### src/rtl/vga_frame_timer.sv
// Raster timing generator for the ping_pong frame-buffer stage.
// Produces hc/vc counters, active-low syncs, video_on and frame_start, all
// registered and aligned with hc/vc. Also owns the write_to_two buffer select,
// which only flips at the first vertical-blanking line after a swap request.
module vga_frame_timer #(
    parameter int unsigned H_VISIBLE = 640,
    parameter int unsigned H_FP      = 16,
    parameter int unsigned H_SYNC    = 96,
    parameter int unsigned H_BP      = 48,
    parameter int unsigned V_VISIBLE = 480,
    parameter int unsigned V_FP      = 10,
    parameter int unsigned V_SYNC    = 2,
    parameter int unsigned V_BP      = 33
) (
    input  logic       clk,
    input  logic       reset,
    input  logic       swap_req,
    output logic [9:0] hc,
    output logic [9:0] vc,
    output logic       hsync,
    output logic       vsync,
    output logic       video_on,
    output logic       write_to_two,
    output logic       frame_start,
    output logic       swap_ack
);

    localparam int unsigned H_TOTAL = H_VISIBLE + H_FP + H_SYNC + H_BP;
    localparam int unsigned V_TOTAL = V_VISIBLE + V_FP + V_SYNC + V_BP;

    localparam logic [9:0] H_LAST   = 10'(H_TOTAL - 1);
    localparam logic [9:0] V_LAST   = 10'(V_TOTAL - 1);
    localparam logic [9:0] H_VIS    = 10'(H_VISIBLE);
    localparam logic [9:0] V_VIS    = 10'(V_VISIBLE);
    localparam logic [9:0] HS_START = 10'(H_VISIBLE + H_FP);
    localparam logic [9:0] HS_END   = 10'(H_VISIBLE + H_FP + H_SYNC);
    localparam logic [9:0] VS_START = 10'(V_VISIBLE + V_FP);
    localparam logic [9:0] VS_END   = 10'(V_VISIBLE + V_FP + V_SYNC);

    typedef enum logic [1:0] {
        IDLE,
        PENDING,
        ACK
    } swap_state_t;

    swap_state_t state, state_next;

    logic [9:0] hc_next;
    logic [9:0] vc_next;
    logic       swap_point_next;

    // Next raster position; decoded outputs are derived from it so that every
    // registered output lands in the same cycle as the hc/vc it describes.
    always_comb begin
        hc_next = hc + 10'd1;
        vc_next = vc;
        if (hc == H_LAST) begin
            hc_next = '0;
            if (vc == V_LAST) begin
                vc_next = '0;
            end else begin
                vc_next = vc + 10'd1;
            end
        end
        swap_point_next = (hc_next == '0) && (vc_next == V_VIS);
    end

    // Raster counters and registered sync/visibility decode.
    always_ff @(posedge clk) begin
        if (reset) begin
            hc          <= '0;
            vc          <= '0;
            hsync       <= 1'b1;
            vsync       <= 1'b1;
            video_on    <= 1'b1;
            frame_start <= 1'b1;
        end else begin
            hc          <= hc_next;
            vc          <= vc_next;
            hsync       <= !((hc_next >= HS_START) && (hc_next < HS_END));
            vsync       <= !((vc_next >= VS_START) && (vc_next < VS_END));
            video_on    <= (hc_next < H_VIS) && (vc_next < V_VIS);
            frame_start <= (hc_next == '0) && (vc_next == '0);
        end
    end

    // Swap state register and buffer select.
    always_ff @(posedge clk) begin
        if (reset) begin
            state        <= IDLE;
            write_to_two <= 1'b0;
        end else begin
            state <= state_next;
            if ((state == PENDING) && swap_point_next) begin
                write_to_two <= !write_to_two;
            end
        end
    end

    // Swap next-state: a request waits for the first blanking line; the ACK
    // cycle ignores swap_req so a held request becomes a new one afterwards.
    always_comb begin
        state_next = state;
        case (state)
            IDLE:    if (swap_req) state_next = PENDING;
            PENDING: if (swap_point_next) state_next = ACK;
            ACK:     state_next = IDLE;
            default: state_next = IDLE;
        endcase
    end

    assign swap_ack = (state == ACK);

endmodule

### config.mk
export PLATFORM = sky130hd
export DESIGN_NAME = vga_frame_timer
export DESIGN_NICKNAME = d
export VERILOG_FILES = /design/src/rtl/vga_frame_timer.sv
export SDC_FILE = /design/constraint.sdc
export NUM_CORES = 1
export LEC_CHECK = 0
export ABC_AREA = 1
export BUFFER_PORTS_ARGS = -buffer_cell sky130_fd_sc_hd__buf_2
export CORE_MARGIN = 4
export CORE_UTILIZATION = 50
export DETAILED_ROUTE_END_ITERATION = 10
export GPL_TIMING_DRIVEN = 0
export PLACE_DENSITY = 0.74
export SETUP_SLACK_MARGIN = 0.15
export SYNTH_ARGS = -nofsm -noshare
export SYNTH_HDL_FRONTEND = slang
export SYNTH_SLANG_ARGS = --single-unit
export TNS_END_PERCENT = 50
### constraint.sdc
create_clock -name clk -period 2.13 [get_ports clk]
set_input_delay 0.1065 -clock clk [delete_from_list [all_inputs] [get_ports clk]]
set_output_delay 0.1065 -clock clk [all_outputs]
set_load 0.01 [all_outputs]
# Word level (Yosys, flattened, before mapping)
# Cells that the tools add are included.
# word_totals
n_memories	0
inputBits	3
regBits	27
mem_bits_ro	0
ramBits	0
latchBits	0
# op_classes
addsub	2
shift	0
mul	0
n_reduce_logical	13
n_lt_le_gt_ge	6
mux	6
n_eq_ne	7
div_mod_pow	0
bitwise_logic	0
# op_table
cell	count
$mux W10	3
$add A10 B1 Y10 const B	2
$eq A10 B10 Y1 const B	2
$logic_not A10 Y1	2
$lt A10 B10 Y1 const B	2
$lt A10 B9 Y1 const B	2
$eq A10 B9 Y1 const B	1
$ge A10 B10 Y1 const B	1
$ge A10 B9 Y1 const B	1
$logic_and A1 B1 Y1	6
$mux W2	2
$ne A2 B2 Y1 const B	2
$pmux W2 S2	1
$logic_not A1 Y1	3
$eq A2 B1 Y1 const B	1
$eq A2 B2 Y1 const B	1
$logic_not A2 Y1	1
$reduce_and A2 Y1	1

# Logic depth before layout (Yosys ltp)
# Gate-level depths: netlist (run 1).
# depth
ltp_word	7
ltp_mapped	14

# Least setup slack after synthesis (run 1)
# No wires, ideal clock.
# synth_path
path_kind	register to register
startpoint	register hc[0]
endpoint	register write_to_two
path_buffers	1
period_less_slack_ns	1.816
path_slack_ns	0.314
t_required_ns	2.020
arrival_time_ns	1.706
path_stages_with_launch	14
path_cell_list	dfxtp_1 -> ha_1 -> nand2_2 -> nor2_4 -> nand3_4 -> buf_6 -> nand2_4 -> nand2_2 -> nor2_4 -> nand3_1 -> nor2_1 -> nand4_1 -> nand2_1 -> nor2_1
# synth_via
elab_chain_len	5
elab_cells_between_ends	8
classes_between	add/sub: 1; eq/ne: 2; mux: 2; reduce/logical: 3
# synth_rtl
item	line_no	source
from (decl)	18	output logic [9:0] hc,
from (signal assigned)	78	hc <= hc_next;
$add A10 B1 Y10 / $eq A10 B10 Y1 (equally long branches)	55, 57	
$mux W10	57	if (hc == H_LAST) begin
$logic_not A10 Y1 / $eq A10 B9 Y1 (equally long branches)	65	swap_point_next = (hc_next == '0) && (vc_next == V_VIS);
$logic_and A1 B1 Y1 *	65	
$logic_and A1 B1 Y1 *	94	if ((state == PENDING) && swap_point_next) begin
to (signal assigned)	95	write_to_two <= !write_to_two;
to (decl)	23	output logic write_to_two,
# Mark *: on every way between the ends. The rest lies on a longest branch, timed or not.
# A chain may end at the register's enable or synchronous reset.

# Final worst setup path (run 1)
# layout_path
startpoint	register hc[4]
endpoint	register write_to_two
# Same word-level chain as after synthesis.

==> results of run 1 <==
-- routing by layer --
metal / part of all wire / global-route usage / wire length [um] / up-vias
met5: 0 / 0 / 0 / -
met1: 0.49 / 0.256 / 1910 / 783
met4: 0.011 / 0.0457 / 41 / 0
met2: 0.46 / 0.288 / 1800 / 27
li1: - / - / - / 884
met3: 0.039 / 0.0253 / 150 / 5
-- through the flow --
step	setup slack [ns]	utilization	power, mW	hold WS, ns
2_1_floorplan	0.314	-	0.557	0.212
3_3_place_gp	0.150	0.576	0.572	0.411
3_5_place_dp	0.129	0.576	0.572	0.403
4_1_cts	0.150	0.585	0.798	0.0490
5_1_grt	0.100	0.633	0.833	0.0798
6_report	0.295	0.633	0.804	0.0590
-- timing repair --
action,in CTS,in global routing
setup endpoints to repair,3,7
resized for setup,1,18
setup buffers,0,8
pin swaps,0,6
cloned,0,1
-- worst paths after layout --
| path | from | endpoint | slack [ns] | cells past startpoint |
|---|---|---|---|---|
| setup / recovery | hc[4] | write_to_two | 0.30 | 13 |
| hold / removal | reset | hsync | 0.06 | 3 |
| setup reg to reg | hc[4] | write_to_two | 0.30 | 13 |
| hold reg to reg | write_to_two | write_to_two | 0.54 | 4 |
-- power breakdown --
group	internal, mW	switching, mW
combinational	0.0212	0.0291
clock	0.0706	0.162
sequential	0.512	0.00905
total	0.603	0.200
-- state kept, by name (all words and copies together), names as in the netlist --
signal and flops:
frame_start 1, hc 10, write_to_two 1, hsync 1, video_on 1, vc 10, vsync 1, state 2
-- tightest hold or removal path: stages --
cell	delay, ns
buf_2	0.14
nor4_1	0.07
nand3_1	0.05
-- final cells by class --
type	instances	area, um2	area share
timing repair buffer	37	238	0.113
buffer	4	27.5	0.0130
multi-input combinational	182	1050	0.496
clock inverter	1	5.00	0.00237
tap	46	57.6	0.0273
inverter	43	161	0.0764
sequential	27	553	0.262
clock buffer	3	22.5	0.0107
-- placed cells by master, fill, tap and decap left out, drive strengths merged --
cell    synthesis  routed
a21oi           5       5
buf             2      38
clkbuf          2       6
clkinv          0       1
dfxtp          27      27
ha              4       4
inv            43      43
nand2          64      64
nand3          31      31
nand3b          2       2
nand4           9       9
nor2           52      52
nor3            3       3
nor4            2       2
o21a            1       1
o21ai           4       4
o21bai          2       2
or3             1       1
xnor2           1       1
xor2            1       1
-- cells by family (layout without fill, tap and decap cells) --
family,after synthesis,after routing,synth area share
AND/OR/NAND/NOR,164,164,0.501
buffers and inverters,47,88,0.107
flip-flops,27,27,0.313
AO/OA/AOI/OAI,12,12,0.0392
adder cells (fa/ha/maj),4,4,0.0290
XOR/XNOR,2,2,0.0102
==> flow_summary.json, run 1 <==
{
  "cp_top_family": "simple AND/OR/NAND/NOR gates",
  "critPathCaptureType": "flip-flop",
  "grt_remaining_overflow": 0,
  "drv_slew": 0,
  "numPortBuffers": 28,
  "synth_area_per_cell_um2": 6.74,
  "fin_setup_tns_ns": 0,
  "synth_top_area_share": 0.313,
  "critPathKind": "reg -> reg",
  "grt_pass1_wl_um": 6330,
  "synthToLayoutAreaGrowth_pct": 22.4,
  "via_per_inst": 4.95,
  "powerDensity_mw_per_mm2": 381,
  "crit_fanout": 7,
  "synth_flop_cell": "dfxtp_1",
  "grt_max_degree": 16,
  "cp.buffers_inverters": 3,
  "min_period_ns": 1.83,
  "wl_per_cell_um": 11.4,
  "routed_wl_um": 3900,
  "worstSkewPairLatency_ns": 0.33,
  "first_pass_iters": 4,
  "fin_cells": 343,
  "ios": 29,
  "cts_tree": "done",
  "die-area_mm2": 0.00445,
  "gp_congestion": 0.872,
  "htree_levels": 1,
  "max_clock_freq_mhz": 545,
  "slowest_stage": "dfxtp_1",
  "ys_warn_count": 0,
  "cpMostUsedCell": "nand2_1",
  "start_kind": "flip-flop",
  "clkSinkCount": 27,
  "cpPeakStageDelay_ns": 0.46,
  "grt_pass1_vias": 1429,
  "post_dp_cell_area_mm2": 0.00192,
  "synth_edf_count": 0,
  "synth_largest_area_cell": "dfxtp_1",
  "hold_buffers": 0,
  "path_clk_slew_ns": 0.15,
  "synth_area_leaders": "dfxtp_1, nand2_1, nor2_1",
  "rsz0062_at_grt": "yes",
  "cts_root_buf": "clkbuf_4",
  "antennaDiodeCount": 0,
  "crit_required_ns": 2.41,
  "die-height_um": 66.7,
  "syn_nets": 263,
  "die_w_um": 66.7,
  "dp_hpwl_um": 2910,
  "synth_cells": 256,
  "grt.total_usage": 0.181,
  "yosys.cell_types.count": 29,
  "p_leak_nw": 1.07,
  "cts_made_buffers": 3,
  "ys_ff_latch": 27,
  "rows": 21,
  "drt_iter0_drc": 83,
  "status": "completed",
  "core_mm2": 0.00334,
  "initial_core_util": 0.517,
  "fin_crit_sh": 0.861,
  "synth_seq_area_share": 0.313,
  "tightest_slew_ns": 0.507,
  "fillers": 309,
  "cp.arrival_ns": 2.12,
  "placed_cells": 330,
  "yosys-top-cells-count": "nand2_1, nor2_1, inv_1",
  "vdd_drop_max_uv": 253,
  "hold_path.class": "in -> reg",
  "num_vias": 1699,
  "clockBufferDepth": 2,
  "cap_viol_max_count": 0,
  "syn_area_mm2": 0.00173,
  "maxSlewHeadroom": 0.662,
  "design_area_mm2": 0.00211,
  "drc_errors": 0,
  "synthArstFlopShare": 0,
  "layout.nets": 305,
  "yosysMostFrequentCell": "nand2_1",
  "ant_nets": 0,
  "drive_gt1_frac": 0.330,
  "antenna_found_initial": 0,
  "path_cells": "nand2_2 > nor2_4 > nand3_4 > buf_8 > nand2_2 > nand2_1 > inv_2 > nand2_1 > nor2_2 > nand4_2 > nand2_1 > inv_1 > nor2_1",
  "setup_viol": 0,
  "clock_skew_ns": 0.00255,
  "final-hold-violation-count": 0
}
Note: power is estimated with default switching activity, not from simulation.
==> inputs of run 2 (changes only) <==
--- a/config.mk
+++ b/config.mk
@@ -12,6 +12,7 @@
 export DETAILED_ROUTE_END_ITERATION = 10
 export GPL_TIMING_DRIVEN = 0
 export PLACE_DENSITY = 0.74
+export REMOVE_ABC_BUFFERS = 1
 export SETUP_SLACK_MARGIN = 0.15
 export SYNTH_ARGS = -nofsm -noshare
 export SYNTH_HDL_FRONTEND = slang
==> run 2 against run 1 <==
  * Register-to-register slack worse by 0.02 ns
  * Maximum frequency down 0.96%
  * Via count down 1.9%
  * Worst setup slack got worse by 0.018 ns
  * Non-clock buffer count is 2 lower
  * Cell count decreased by 0.58%
  * Routed wire length shrank 1.3%
  * Largest cell class unchanged
  * Highest routed layer unchanged
==> flow_summary.json, run 2 (synthesis results as in run 1) <==
{
  "status": "completed",
  "antennaDiodeCount": 0,
  "hold-path-endpoint": "state[0]",
  "cts_root_buf": "clkbuf_4",
  "crit_required_ns": 2.39,
  "tightest_slew_ns": 0.457,
  "min_period_ns": 1.85,
  "ant_nets": 0,
  "dp_hpwl_um": 2760,
  "synthToLayoutAreaGrowth_pct": 21.4,
  "p_leak_nw": 1.05,
  "r2r_slack_ns": 0.28,
  "path_clk_slew_ns": 0.15,
  "power.internal_uw": 600,
  "drc_errors": 0,
  "placed_cells": 326,
  "ios": 29,
  "clock_skew_ns": 0.00849,
  "final-hold-violation-count": 0,
  "rr_worst_depth": 12,
  "critPathCaptureType": "flip-flop",
  "routed_wl_um": 3850,
  "final_core_util": 0.628,
  "layout_common_cells": "nand2_1, inv_1, nor2_1",
  "rsz0062_at_grt": "no",
  "fillers": 319,
  "start_kind": "flip-flop",
  "via_per_inst": 4.89,
  "cts_tree": "done",
  "cap_viol_max_count": 0,
  "grt_pass1_vias": 1400,
  "fin_crit_sh": 0.870,
  "drt_iter0_drc": 100,
  "num_vias": 1666,
  "grt_pass1_wl_um": 6190,
  "layout_commonest_cell": "nand2_1",
  "numPortBuffers": 28,
  "combPwrFrac": 0.057,
  "drive_gt1_frac": 0.366,
  "p_switching_uw": 195,
  "fin_setup_tns_ns": 0,
  "maxSlewHeadroom": 0.695,
  "fin_cells": 341,
  "grt.total_usage": 0.179,
  "vdd_drop_max_uv": 382,
  "layout.nets": 303,
  "r2r_end": "frame_start",
  "clockBufferDepth": 2,
  "hold_path.class": "in -> reg",
  "grt_remaining_overflow": 0,
  "die-area_mm2": 0.00445,
  "swShare": 0.245,
  "wl_per_cell_um": 11.3,
  "htree_levels": 1,
  "path_cells": "ha_4 > nand2_4 > nor2_4 > nand3_4 > buf_4 > nand2_1 > inv_1 > nor2_4 > nand2_1 > nor3_1 > nand3_1 > o21ai_0",
  "critPathKind": "reg -> reg",
  "top_regs": "hc (10), vc (10), state (2)",
  "rows": 21,
  "whs_path_depth": 5,
  "initial_core_util": 0.517,
  "clkSinkCount": 27,
  "slowest_stage": "dfxtp_4",
  "antenna_found_initial": 0,
  "die_w_um": 66.7,
  "max_clock_freq_mhz": 540,
  "gp_congestion": 0.832,
  "hp-start": "swap_req",
  "cpPeakStageDelay_ns": 0.41,
  "drv_slew": 0,
  "setup_viol": 0,
  "hold_buffers": 0,
  "first_pass_iters": 4,
  "cp.arrival_ns": 2.11,
  "core_mm2": 0.00334,
  "powerDensity_mw_per_mm2": 380,
  "die-height_um": 66.7,
  "pwr-share-clk": 0.289,
  "grt_max_degree": 25,
  "seqPwrFrac": 0.654,
  "crit_fanout": 7,
  "worstSkewPairLatency_ns": 0.33,
  "cts_made_buffers": 3,
  "r2r-start": "hc[0]"
}
## run 2: changes by cell type in the layout (fill, tap and decap cells not counted), moves of 2 or more
cell | previous run | this run
nor2_2 | 7 | 10
buf_4 | 7 | 10
clkbuf_1 | 2 | 0
dfxtp_2 | 1 | 7
nor2_1 | 38 | 35
dfxtp_1 | 23 | 16
## run 2: worst max path at each step
| stage | from | endpoint | slack [ns] | cells past startpoint |
|---|---|---|---|---|
| 3_5_place_dp | hc[0] | write_to_two | 0.01 | 12 |
| 4_1_cts | vc[0] | write_to_two | 0.17 | 13 |
| 3_3_place_gp | hc[0] | write_to_two | 0.05 | 12 |
| 5_1_grt | vc[0] | write_to_two | 0.11 | 14 |
| 2_1_floorplan | hc[0] | write_to_two | 0.25 | 12 |
| 6_report | hc[0] | frame_start | 0.28 | 12 |
## run 2: area by class of cell
class / instances / area (um2) / area share
clock inverters: 1 / 7.51 / 0.00358
multi-input cells: 182 / 1050 / 0.504
clock buffers: 3 / 22.5 / 0.0108
well taps: 46 / 57.6 / 0.0275
flip-flops and latches: 27 / 564 / 0.269
inverters: 43 / 161 / 0.0771
repair buffers: 39 / 226 / 0.108
## run 2: metal layers
layer / GRT usage / up-vias / wire length (um)
li1: - / 885 / -
met1: 0.254 / 742 / 1880
met2: 0.269 / 37 / 1750
met3: 0.0371 / 2 / 181
met4: 0.0558 / 0 / 24
met5: 0 / - / 0
## run 2: worst max-delay path: cells and delay by family (launching register included)
| family | cells | cell delay, ns |
|---|---|---|
| AND/OR/NAND/NOR | 8 | 0.80 |
| buffers and inverters | 2 | 0.22 |
| AO/OA/AOI/OAI | 1 | 0.19 |
| adder cells (fa/ha/maj) | 1 | 0.15 |
| flip-flops | 1 | 0.41 |
## run 2: what timing repair did
item | CTS | global route
endpoints found under the hold margin | 0 | 0
setup endpoints to repair | 4 | 6
setup buffers | 4 | 7
pin swaps | 0 | 9
resized for setup | 3 | 26
## run 2: metrics by stage
step                hold WS [ns]  setup WS [ns]  area [um2]  power [mW]
finish                     0.116          0.278        2090       0.795
global route               0.112          0.106        2090       0.832
CTS                        0.102          0.169        1970       0.800
detailed placement         0.479         0.0116        1900       0.571
global placement           0.455         0.0535        1900       0.570
floorplan                  0.176          0.253        1700       0.552
## run 2: power by group through the flow
stage / Sequential [mW] / Combinational (mW) / Clock, mW
floorplan: 0.534 / 0.0185 / 0
detailed placement: 0.532 / 0.0394 / 0
global route: 0.523 / 0.0528 / 0.257
CTS: 0.521 / 0.0396 / 0.240
global placement: 0.531 / 0.0385 / 0
finish: 0.520 / 0.0449 / 0.230
==> inputs of run 3 (changes only) <==
--- a/config.mk
+++ b/config.mk
@@ -7,11 +7,13 @@
 export LEC_CHECK = 0
 export ABC_AREA = 1
 export BUFFER_PORTS_ARGS = -buffer_cell sky130_fd_sc_hd__buf_2
+export CELL_PAD_IN_SITES_DETAIL_PLACEMENT = 0
+export CELL_PAD_IN_SITES_GLOBAL_PLACEMENT = 1
 export CORE_MARGIN = 4
-export CORE_UTILIZATION = 50
+export CORE_UTILIZATION = 39
 export DETAILED_ROUTE_END_ITERATION = 10
 export GPL_TIMING_DRIVEN = 0
-export PLACE_DENSITY = 0.74
+export PLACE_DENSITY = 0.8
 export REMOVE_ABC_BUFFERS = 1
 export SETUP_SLACK_MARGIN = 0.15
 export SYNTH_ARGS = -nofsm -noshare
==> run 3 against run 2 <==
  * Non-clock buffer count shrank 4
  * Maximum frequency is 2.5% higher
  * Worst setup slack improved by 0.045 ns
  * Combinational power decreased by 6.7%
  * Hold slack improved by 0.041 ns
  * Core utilization shrank 11 points
  * Via count down 4.3%
  * Clock skew down 0.0035 ns
==> flow_summary.json, run 3 (synthesis results as in run 1) <==
{
  "status": "completed",
  "vdd_drop_max_uv": 350,
  "setup_viol": 0,
  "final-hold-violation-count": 0,
  "critPathKind": "reg -> reg",
  "cap_viol_max_count": 0,
  "drv_slew": 0,
  "cts_tree": "done",
  "drc_errors": 0,
  "dp_hpwl_um": 3000,
  "rsz0062_at_grt": "no",
  "clock_skew_ns": 0.00504,
  "rows": 23,
  "routed_wl_um": 4050,
  "timing.final.ws_setup_ns": 0.322,
  "core_mm2": 0.00414,
  "antenna_found_initial": 0,
  "worstSkewPairLatency_ns": 0.28,
  "via_per_inst": 4.67,
  "grt_max_degree": 25,
  "crit_fanout": 8,
  "cts_root_buf": "clkbuf_8",
  "antennaDiodeCount": 0,
  "p_leak_nw": 1.07,
  "ios": 29,
  "start_kind": "flip-flop",
  "initial_core_util": 0.416,
  "grt_remaining_overflow": 0,
  "max_clock_freq_mhz": 553,
  "gp_congestion": 0.829,
  "critPathLaunch": "hc[0]",
  "wl_per_cell_um": 11.9,
  "layout.nets": 299,
  "r2r-start": "hc[0]",
  "hold_buffers": 0,
  "layout_common_cells": "nand2_1, inv_1, nor2_1",
  "cp.arrival_ns": 1.99,
  "htree_levels": 1,
  "top_regs": "hc (10), vc (10), state (2)",
  "ant_nets": 0,
  "die_w_um": 74.5,
  "die-area_mm2": 0.00555,
  "drive_gt1_frac": 0.375,
  "path_clk_slew_ns": 0.10,
  "numPortBuffers": 28,
  "rr_worst_depth": 13,
  "finalPower_uw": 871,
  "powerDensity_mw_per_mm2": 409,
  "layout_commonest_cell": "nand2_1",
  "first_pass_iters": 4,
  "r2r_slack_ns": 0.32,
  "clockBufferDepth": 2,
  "hold_path.class": "in -> reg",
  "grt_pass1_wl_um": 6600,
  "num_vias": 1594,
  "grt.total_usage": 0.152,
  "grt_pass1_vias": 1420,
  "r2r_end": "write_to_two",
  "fin_crit_sh": 0.849,
  "cts_made_buffers": 3,
  "die-height_um": 74.5,
  "min_period_ns": 1.81,
  "synthToLayoutAreaGrowth_pct": 23.5,
  "tightest_slew_ns": 0.460,
  "crit_required_ns": 2.32,
  "critPathCaptureType": "flip-flop",
  "drt_iter0_drc": 61,
  "maxSlewHeadroom": 0.693,
  "fillers": 435,
  "crit_end": "write_to_two",
  "clkSinkCount": 27,
  "post-place-ws_ns": -0.0355
}
[run 3: cell types whose count changed in the layout (fill, tap and decap cells not counted), sizes merged]
cell      delta
buf          -4
inv          +1
clkinvlp     -1
[run 3: worst min-delay path by stage]
stage,startpoint,end,depth (start not counted)
after floorplan,reset,vc[6],1
after global placement,swap_req,state[0],5
after detailed placement,swap_req,state[0],5
after CTS,swap_req,state[0],5
after global routing,swap_req,state[0],5
final,swap_req,state[0],5
[run 3: layout make-up]
type,count,area [um2],area share
Sequential cell,27,563,0.264
Tap cell,50,62.6,0.0294
Multi-Input combinational cell,182,1080,0.509
Clock buffer,3,41.3,0.0194
Inverter,43,161,0.0757
Clock inverter,1,8.76,0.00411
Timing Repair Buffer,35,209,0.0981
[run 3: power breakdown]
group	internal, mW	switching (mW)
Sequential	0.511	0.0105
Combinational	0.0153	0.0266
Clock	0.137	0.170
[run 3: what timing repair did]
action,in CTS,in global routing
buffers inserted,3,4
setup endpoints to repair,4,6
pin swaps,0,14
resized for setup,4,33
[run 3: per-stage QoR]
| step | area (um2) | setup TNS [ns] | hold slack [ns] | instances | util |
|---|---|---|---|---|---|
| detailed placement | 1900 | -0.0524 | 0.455 | 330 | 0.460 |
| finish | 2130 | 0 | 0.157 | 341 | 0.514 |
| floorplan | 1700 | 0 | 0.176 | 252 | - |
| global route | 2130 | 0 | 0.193 | 341 | 0.514 |
| CTS | 2000 | 0 | 0.144 | 337 | 0.482 |
| global placement | 1900 | -0.0143 | 0.451 | 330 | 0.460 |
[run 3: layer usage]
| metal | track usage | vias to the layer above | wire length (um) |
|---|---|---|---|
| li1 | - | 875 | - |
| met1 | 0.220 | 694 | 2150 |
| met3 | 0.0284 | 4 | 118 |
| met2 | 0.238 | 21 | 1750 |
| met4 | 0.0296 | 0 | 40 |
| met5 | 0 | - | 0 |
[run 3: worst max-delay path, cell delays in order (launching register included)]
cell     delay, ns
dfxtp_4       0.40
ha_4          0.15
nand2_4       0.06
nor2_4        0.11
nand3_4       0.16
buf_12        0.19
nand2_4       0.04
nand2_2       0.07
nor2_4        0.13
nand3_1       0.09
nor2_2        0.11
nand4_1       0.08
nand2_1       0.06
nor2_1        0.04
